**config.mk**
```make
export PLATFORM = sky130hd
export DESIGN_NAME = fifo_sync_param
export DESIGN_NICKNAME = d
export VERILOG_FILES = /design/src/rtl/fifo_sync_param.sv
export SDC_FILE = /design/constraint.sdc
export NUM_CORES = 1
export LEC_CHECK = 0
export CAP_MARGIN = 20
export CELL_PAD_IN_SITES_DETAIL_PLACEMENT = 1
export CELL_PAD_IN_SITES_GLOBAL_PLACEMENT = 1
export CORE_MARGIN = 2
export CORE_UTILIZATION = 40
export CTS_BUF_LIST = sky130_fd_sc_hd__clkbuf_8 sky130_fd_sc_hd__clkbuf_16
export DETAILED_ROUTE_END_ITERATION = 8
export HOLD_SLACK_MARGIN = 0.03
export PLACE_DENSITY = 0.68
export SYNTH_ARGS = -nofsm -noshare
export SYNTH_HDL_FRONTEND = slang
export SYNTH_SLANG_ARGS = --single-unit
```
**constraint.sdc**
```tcl
create_clock -name clk -period 4.35 [get_ports clk]
set_input_delay 0.435 -clock clk [delete_from_list [all_inputs] [get_ports clk]]
set_output_delay 0.435 -clock clk [all_outputs]
set_load 0.02 [all_outputs]
```
**src/rtl/fifo_sync_param.sv**
```systemverilog
// ---------------------------------------------------------------------------
// fifo_sync_param
//
// Parametrised single-clock FIFO with DEPTH = 2**ADDR_WIDTH entries. It keeps
// an exact occupancy count, has run-time programmable almost-empty and
// almost-full thresholds, a registered read port with a valid strobe, and
// overflow/underflow detection. The storage array is internal.
//
// Compile-time option:
//   FIFO_STICKY_ERR_EN  defined     : overflow/underflow are set by an event
//                                      and stay high until Reset is asserted.
//                       not defined : overflow/underflow are registered
//                                      one-cycle pulses, high in the cycle
//                                      after the offending request.
//
// Parameters:
//   DATA_WIDTH   width of the data bus
//   ADDR_WIDTH   pointer width; DEPTH = 2**ADDR_WIDTH
//
// Ports:
//   clk                in   clock; all state changes on posedge
//   Reset              in   synchronous, active-low reset (overrides Enable)
//   Enable             in   global enable; 0 freezes all state
//   write_enable       in   write request
//   read_enable        in   read request
//   FIFO_data_in       in   write data
//   almost_empty_thr   in   almost-empty threshold in entries
//   almost_full_thr    in   almost-full threshold in entries
//   FIFO_data_out      out  registered read data
//   data_valid         out  FIFO_data_out was updated by a read this cycle
//   fill_level         out  current occupancy, 0..DEPTH
//   FIFO_empty         out  fill_level == 0
//   FIFO_full          out  fill_level == DEPTH
//   FIFO_almost_empty  out  fill_level <= almost_empty_thr
//   FIFO_almost_full   out  fill_level >= almost_full_thr
//   overflow           out  write refused (pulse or sticky, see above)
//   underflow          out  read refused (pulse or sticky, see above)
// ---------------------------------------------------------------------------
module fifo_sync_param #(
  parameter int DATA_WIDTH = 8,
  parameter int ADDR_WIDTH = 3
) (
  input  logic                  clk,
  input  logic                  Reset,
  input  logic                  Enable,
  input  logic                  write_enable,
  input  logic                  read_enable,
  input  logic [DATA_WIDTH-1:0] FIFO_data_in,
  input  logic [ADDR_WIDTH:0]   almost_empty_thr,
  input  logic [ADDR_WIDTH:0]   almost_full_thr,
  output logic [DATA_WIDTH-1:0] FIFO_data_out,
  output logic                  data_valid,
  output logic [ADDR_WIDTH:0]   fill_level,
  output logic                  FIFO_empty,
  output logic                  FIFO_full,
  output logic                  FIFO_almost_empty,
  output logic                  FIFO_almost_full,
  output logic                  overflow,
  output logic                  underflow
);

  localparam int DEPTH = 1 << ADDR_WIDTH;

  // The count is one bit wider than the pointers, so DEPTH itself is simply
  // the top bit set.
  localparam logic [ADDR_WIDTH:0]   FULL_COUNT = {1'b1, {ADDR_WIDTH{1'b0}}};
  localparam logic [ADDR_WIDTH:0]   CNT_ONE    = {{ADDR_WIDTH{1'b0}}, 1'b1};
  localparam logic [ADDR_WIDTH-1:0] PTR_ONE    = {{(ADDR_WIDTH-1){1'b0}}, 1'b1};

  logic [DATA_WIDTH-1:0] mem [DEPTH];
  logic [ADDR_WIDTH-1:0] wr_ptr;
  logic [ADDR_WIDTH-1:0] rd_ptr;

  logic rd_ok;
  logic wr_ok;
  logic ovf_evt;
  logic unf_evt;

  // Request qualification. A full FIFO still accepts a write when a read is
  // accepted in the same cycle, because the read frees the slot the write
  // lands in. On an empty FIFO the read is refused even if a write arrives,
  // so the incoming word is never passed straight through. Reset gates the
  // accepts so that the array is not written while the FIFO is in reset.
  always_comb begin
    rd_ok   = 1'b0;
    wr_ok   = 1'b0;
    ovf_evt = 1'b0;
    unf_evt = 1'b0;
    if (Reset && Enable) begin
      rd_ok   = read_enable && (fill_level != '0);
      wr_ok   = write_enable && ((fill_level != FULL_COUNT) || rd_ok);
      ovf_evt = write_enable && !wr_ok;
      unf_evt = read_enable && !rd_ok;
    end
  end

  // The storage array has no reset; its contents only matter once they are
  // covered by the count.
  always_ff @(posedge clk) begin
    if (wr_ok) begin
      mem[wr_ptr] <= FIFO_data_in;
    end
  end

  // Pointers are exactly ADDR_WIDTH bits wide, so they wrap from DEPTH-1 to 0
  // without an explicit compare.
  always_ff @(posedge clk) begin
    if (!Reset) begin
      wr_ptr <= '0;
      rd_ptr <= '0;
    end else begin
      if (wr_ok) begin
        wr_ptr <= wr_ptr + PTR_ONE;
      end
      if (rd_ok) begin
        rd_ptr <= rd_ptr + PTR_ONE;
      end
    end
  end

  // Occupancy counter. A simultaneous accepted read and write leaves the
  // count unchanged.
  always_ff @(posedge clk) begin
    if (!Reset) begin
      fill_level <= '0;
    end else begin
      unique case ({wr_ok, rd_ok})
        2'b10:   fill_level <= fill_level + CNT_ONE;
        2'b01:   fill_level <= fill_level - CNT_ONE;
        default: fill_level <= fill_level;
      endcase
    end
  end

  // Registered read port. When a read and a write hit the same slot on a
  // full FIFO, the non-blocking write means the read still picks up the old
  // (oldest) word. data_valid drops while Enable is low because rd_ok is
  // already gated by Enable.
  always_ff @(posedge clk) begin
    if (!Reset) begin
      FIFO_data_out <= '0;
      data_valid    <= 1'b0;
    end else begin
      data_valid <= rd_ok;
      if (rd_ok) begin
        FIFO_data_out <= mem[rd_ptr];
      end
    end
  end

  // Error flags. They hold while Enable is low in both modes and never
  // influence the data path.
  always_ff @(posedge clk) begin
    if (!Reset) begin
      overflow  <= 1'b0;
      underflow <= 1'b0;
    end else if (Enable) begin
`ifdef FIFO_STICKY_ERR_EN
      overflow  <= overflow | ovf_evt;
      underflow <= underflow | unf_evt;
`else
      overflow  <= ovf_evt;
      underflow <= unf_evt;
`endif
    end
  end

  // Status flags are combinational, so a threshold change is visible at
  // once. A threshold above DEPTH is legal and just pins the flag.
  always_comb begin
    FIFO_empty        = (fill_level == '0);
    FIFO_full         = (fill_level == FULL_COUNT);
    FIFO_almost_empty = (fill_level <= almost_empty_thr);
    FIFO_almost_full  = (fill_level >= almost_full_thr);
  end

endmodule

```
==> impl_metrics.yaml <==
placed_design:
  placed_instances: 377
  dp_slack_ns: 1.277
  place.detailed.hpwl_um: 4985
  port_buffers: 39
  gp_congestion: 0.7142
sta:
  hold_violations: 0
  setup-violations-final: 0
  final.setup_skew_ns: 0.009166
  layout_worst_path_cycle_share_pct: 67.38
  timing.max_slew.rel_slack_pct: 34.00
  final_max_slew_viol_count: 0
  worst-slew-pin-transition_ns: 0.9846
  worst_case_setup_margin_in_the_final_layout_ns: 1.419
  sum_neg_setup_slack_ns: 0
  max_freq_mhz: 341.2
  rsz_0062_raised_after_global_routing: "no"
  minimum_period_implied_by_the_final_worst_setup_slack_ns: 2.931
worst_setup_path:
  worst-path-max-fanout: 11
  timing.reg2reg.worst_path_depth: 9
  timing.reg2reg.setup_slack_ns: 1.51
  cp-startpoint: "fill_level[1]$_SDFFE_PN0P_"
  worst_flop_to_flop_path_startpoint: "fill_level[1]$_SDFFE_PN0P_"
  timing.setup.critical_path_class: "reg -> out"
  endpoint: "FIFO_almost_empty"
  crit_end_category: "primary output"
  required_ns: 3.91
  critPathLaunchType: "flop"
  worst-endpoint-arrival_ns: 2.50
  crit-reg2reg-capture: "fill_level[2]$_SDFFE_PN0P_"
global_routing:
  largest_net_degree_at_the_start_of_global_routing: 19
  number_of_global_route_vias_before_repair: 2129
  grt_first_pass_wirelength_um: 11630
  global_route.overflow_total: 0
  grt_util_all_layers_pct: 16.26
  number_of_antenna_violations_at_the_first_check_in_global_routing: 0
floorplan:
  die-area_um2: 9677
  chipHeight_um: 98.37
  die_w_um: 98.37
  floorplan.io_pins: 40
  floorplan.initialDensity_pct: 41.05
  fp-row-count: 34
  core_area_um2: 8678
cts:
  clkSlewWorstSetupHoldPaths_ns: 0.08
  num_clock_sinks: 85
  cts_resized: 0
  cts_inserted_buffers: 9
  cts-root-to-sink-buffers: 2
  postCtsSetupBuffers: 0
  worstSkewPairLatency_ns: 0.35
  cts_tree: "yes"
  clockRootBuffer: "sky130_fd_sc_hd__clkbuf_8"
  htreeDepth: 3
  cts_hold_repair.buffers: 0
final_layout:
  drive_gt1_share_pct: 14.39
  nFillCells: 879
  diodes: 0
  finish.net_count: 314
  layout.cells.non_filler: 393
  areaGrowthSynthToFinish_pct: 19.95
yosys:
  synthesis.instances: 236
  synth-seq-area-share_pct: 65.75
  synth_cell_types: 39
  synth_seq_cells: 85
  syn-cell-area_um2: 3562
  syn-mean-instance-area_um2: 15.09
  synthesis.yosys.warnings: 0
  synthesized_nets: 270
power_and_ir_drop:
  cellPowerDensity_nw_per_um2: 357.5
  worst_ir_drop_vdd_uv: 200.3
  p_leak_nw: 1.480
detailed_routing:
  drt-vias-per-instance: 5.239
  routed-via-count: 2059
  drt_drc_violations_left: 0
  firstDrtPassIters: 4
  drt_wl_total_um: 7300
  detailedRoute.firstIterationViolations: 108
  ant_nets: 0
  wl_per_cell_um: 18.58
status:
  run_status: "complete, no violations"
job:
  maxCapViolCount: 0
worst_hold_path:
  worst_min_delay_path_class: "reg -> reg"
## per-layer routing
metal	part of all wire [%]	global-route usage (%)	wire [um]	vias up
met5	0	0	0	-
met4	1.8	5.901	130	0
met3	4.8	5.154	350	13
met2	46	25.22	3351	53
met1	48	21.67	3468	1014
li1	-	-	-	979
## Yosys cell counts
| master | number | area, um^2 |
|---|---|---|
| sky130_fd_sc_hd__and2_1 | 3 | 18.77 |
| sky130_fd_sc_hd__edfxtp_1 | 64 | 1922 |
| sky130_fd_sc_hd__o2111ai_4 | 1 | 26.28 |
| sky130_fd_sc_hd__xnor2_1 | 2 | 17.52 |
| sky130_fd_sc_hd__or3_1 | 1 | 6.260 |
| sky130_fd_sc_hd__nand2b_1 | 4 | 25.02 |
| sky130_fd_sc_hd__a31oi_1 | 8 | 50.05 |
| sky130_fd_sc_hd__o32ai_1 | 1 | 8.760 |
| sky130_fd_sc_hd__o31ai_1 | 1 | 7.510 |
| sky130_fd_sc_hd__a211o_1 | 1 | 8.760 |
| sky130_fd_sc_hd__o21ai_0 | 12 | 60.06 |
| sky130_fd_sc_hd__and3_1 | 1 | 6.260 |
| sky130_fd_sc_hd__xor2_1 | 4 | 35.03 |
| sky130_fd_sc_hd__nor4b_1 | 1 | 8.760 |
| sky130_fd_sc_hd__dfxtp_1 | 21 | 420.4 |
| sky130_fd_sc_hd__ha_1 | 13 | 162.7 |
| sky130_fd_sc_hd__buf_6 | 2 | 22.52 |
| sky130_fd_sc_hd__buf_2 | 3 | 15.01 |
| sky130_fd_sc_hd__nor2b_1 | 2 | 12.51 |
| sky130_fd_sc_hd__a21boi_0 | 1 | 7.510 |
| sky130_fd_sc_hd__nand4_1 | 2 | 12.51 |
| sky130_fd_sc_hd__a21oi_1 | 2 | 10.01 |
| sky130_fd_sc_hd__nand3_1 | 3 | 15.01 |
| sky130_fd_sc_hd__or4b_4 | 1 | 13.76 |
| sky130_fd_sc_hd__or4_1 | 1 | 7.510 |
| sky130_fd_sc_hd__or2_2 | 1 | 6.260 |
| sky130_fd_sc_hd__nor4bb_1 | 1 | 10.01 |
| sky130_fd_sc_hd__inv_1 | 12 | 45.04 |
| sky130_fd_sc_hd__mux2i_1 | 3 | 30.03 |
| sky130_fd_sc_hd__o21a_1 | 2 | 15.01 |
| sky130_fd_sc_hd__nor2_1 | 11 | 41.29 |
| sky130_fd_sc_hd__a21o_1 | 3 | 22.52 |
| sky130_fd_sc_hd__clkinv_1 | 2 | 7.510 |
| sky130_fd_sc_hd__nor3_1 | 4 | 20.02 |
| sky130_fd_sc_hd__o211ai_1 | 1 | 7.510 |
| sky130_fd_sc_hd__nor4_1 | 1 | 6.260 |
| sky130_fd_sc_hd__nand2_1 | 19 | 71.32 |
| sky130_fd_sc_hd__clkbuf_1 | 5 | 18.77 |
| sky130_fd_sc_hd__mux4_2 | 16 | 360.4 |
## registers in the layout, summed over array words and instances, names as in the netlist
| name | count |
|---|---|
| mem | 64 |
| FIFO_data_out | 8 |
| fill_level | 4 |
| rd_ptr | 3 |
| wr_ptr | 3 |
| data_valid | 1 |
| overflow | 1 |
| underflow | 1 |
## power by group
part           total [mW]  switching [mW]  internal [mW]
combinational      0.0893          0.0446         0.0447
clock               0.554           0.284          0.269
sequential          0.884         0.00735          0.877
total                1.53           0.336           1.19
## layout by cell type (no fill, tap or decap), drive strengths merged, types with 2 or more instances in the layout
| master | n |
|---|---|
| a31oi | 8 |
| dfxtp | 21 |
| nand2 | 19 |
| nor2 | 11 |
| a21oi | 2 |
| xor2 | 4 |
| buf | 4 |
| xnor2 | 2 |
| edfxtp | 64 |
| mux2i | 3 |
| nor3 | 4 |
| o21ai | 12 |
| clkinv | 5 |
| nand2b | 4 |
| a21o | 3 |
| o21a | 2 |
| clkdlybuf4s50 | 39 |
| nand3 | 3 |
| inv | 15 |
| mux4 | 16 |
| and2 | 3 |
| ha | 13 |
| nand4 | 2 |
| clkbuf | 9 |
| nor2b | 2 |
## critical path: stages, from the launching register on
cell	delay (ns)
sky130_fd_sc_hd__dfxtp_1	0.57
sky130_fd_sc_hd__ha_1	0.32
sky130_fd_sc_hd__nor2b_1	0.13
sky130_fd_sc_hd__o21a_1	0.16
sky130_fd_sc_hd__o21a_1	0.16
sky130_fd_sc_hd__o21ai_0	0.17
sky130_fd_sc_hd__clkdlybuf4s50_1	0.63
## kinds of logic after synthesis
group	Yosys count	share of synthesized area (%)
buf+inv	24	3.056
xor+xnor	6	1.475
mux	19	10.96
fa+ha+maj	13	4.566
compound gates	33	6.288
flops	85	65.75
simple gates	56	7.903
## through the flow
stage	power [mW]	util (%)	hold WS, ns	area (um^2)
after floorplan	0.9428	-	0.5310	3562
after global placement	0.9902	46.97	0.4696	4076
after detailed placement	0.9929	46.97	0.4826	4076
after CTS	1.541	49.24	0.4960	4273
after global routing	1.577	49.24	0.5598	4273
final	1.527	49.24	0.4963	4273
## worst min path at each step
| stage | startpoint | end | slack (ns) | cells past startpoint |
|---|---|---|---|---|
| 2_1_floorplan | wr_ptr[2]$_SDFFE_PN0P_ | wr_ptr[2]$_SDFFE_PN0P_ | 0.53 | 1 |
| 3_3_place_gp | underflow$_SDFFE_PN0P_ | underflow$_SDFFE_PN0P_ | 0.47 | 2 |
| 3_5_place_dp | underflow$_SDFFE_PN0P_ | underflow$_SDFFE_PN0P_ | 0.48 | 2 |
| 4_1_cts | underflow$_SDFFE_PN0P_ | underflow$_SDFFE_PN0P_ | 0.50 | 2 |
| 5_1_grt | underflow$_SDFFE_PN0P_ | underflow$_SDFFE_PN0P_ | 0.56 | 2 |
| 6_report | underflow$_SDFFE_PN0P_ | underflow$_SDFFE_PN0P_ | 0.50 | 2 |
## area by class of cell
| type | count | area [um^2] | share of cell area (%) |
|---|---|---|---|
| clock inverter | 7 | 72.57 | 1.698 |
| timing repair buffer | 43 | 420.4 | 9.839 |
| multi-input combinational | 127 | 1126 | 26.35 |
| tap | 108 | 135.1 | 3.163 |
| inverter | 14 | 52.55 | 1.230 |
| sequential | 85 | 2342 | 54.82 |
| clock buffer | 9 | 123.9 | 2.899 |
Note: power is estimated with default switching activity, not from simulation.
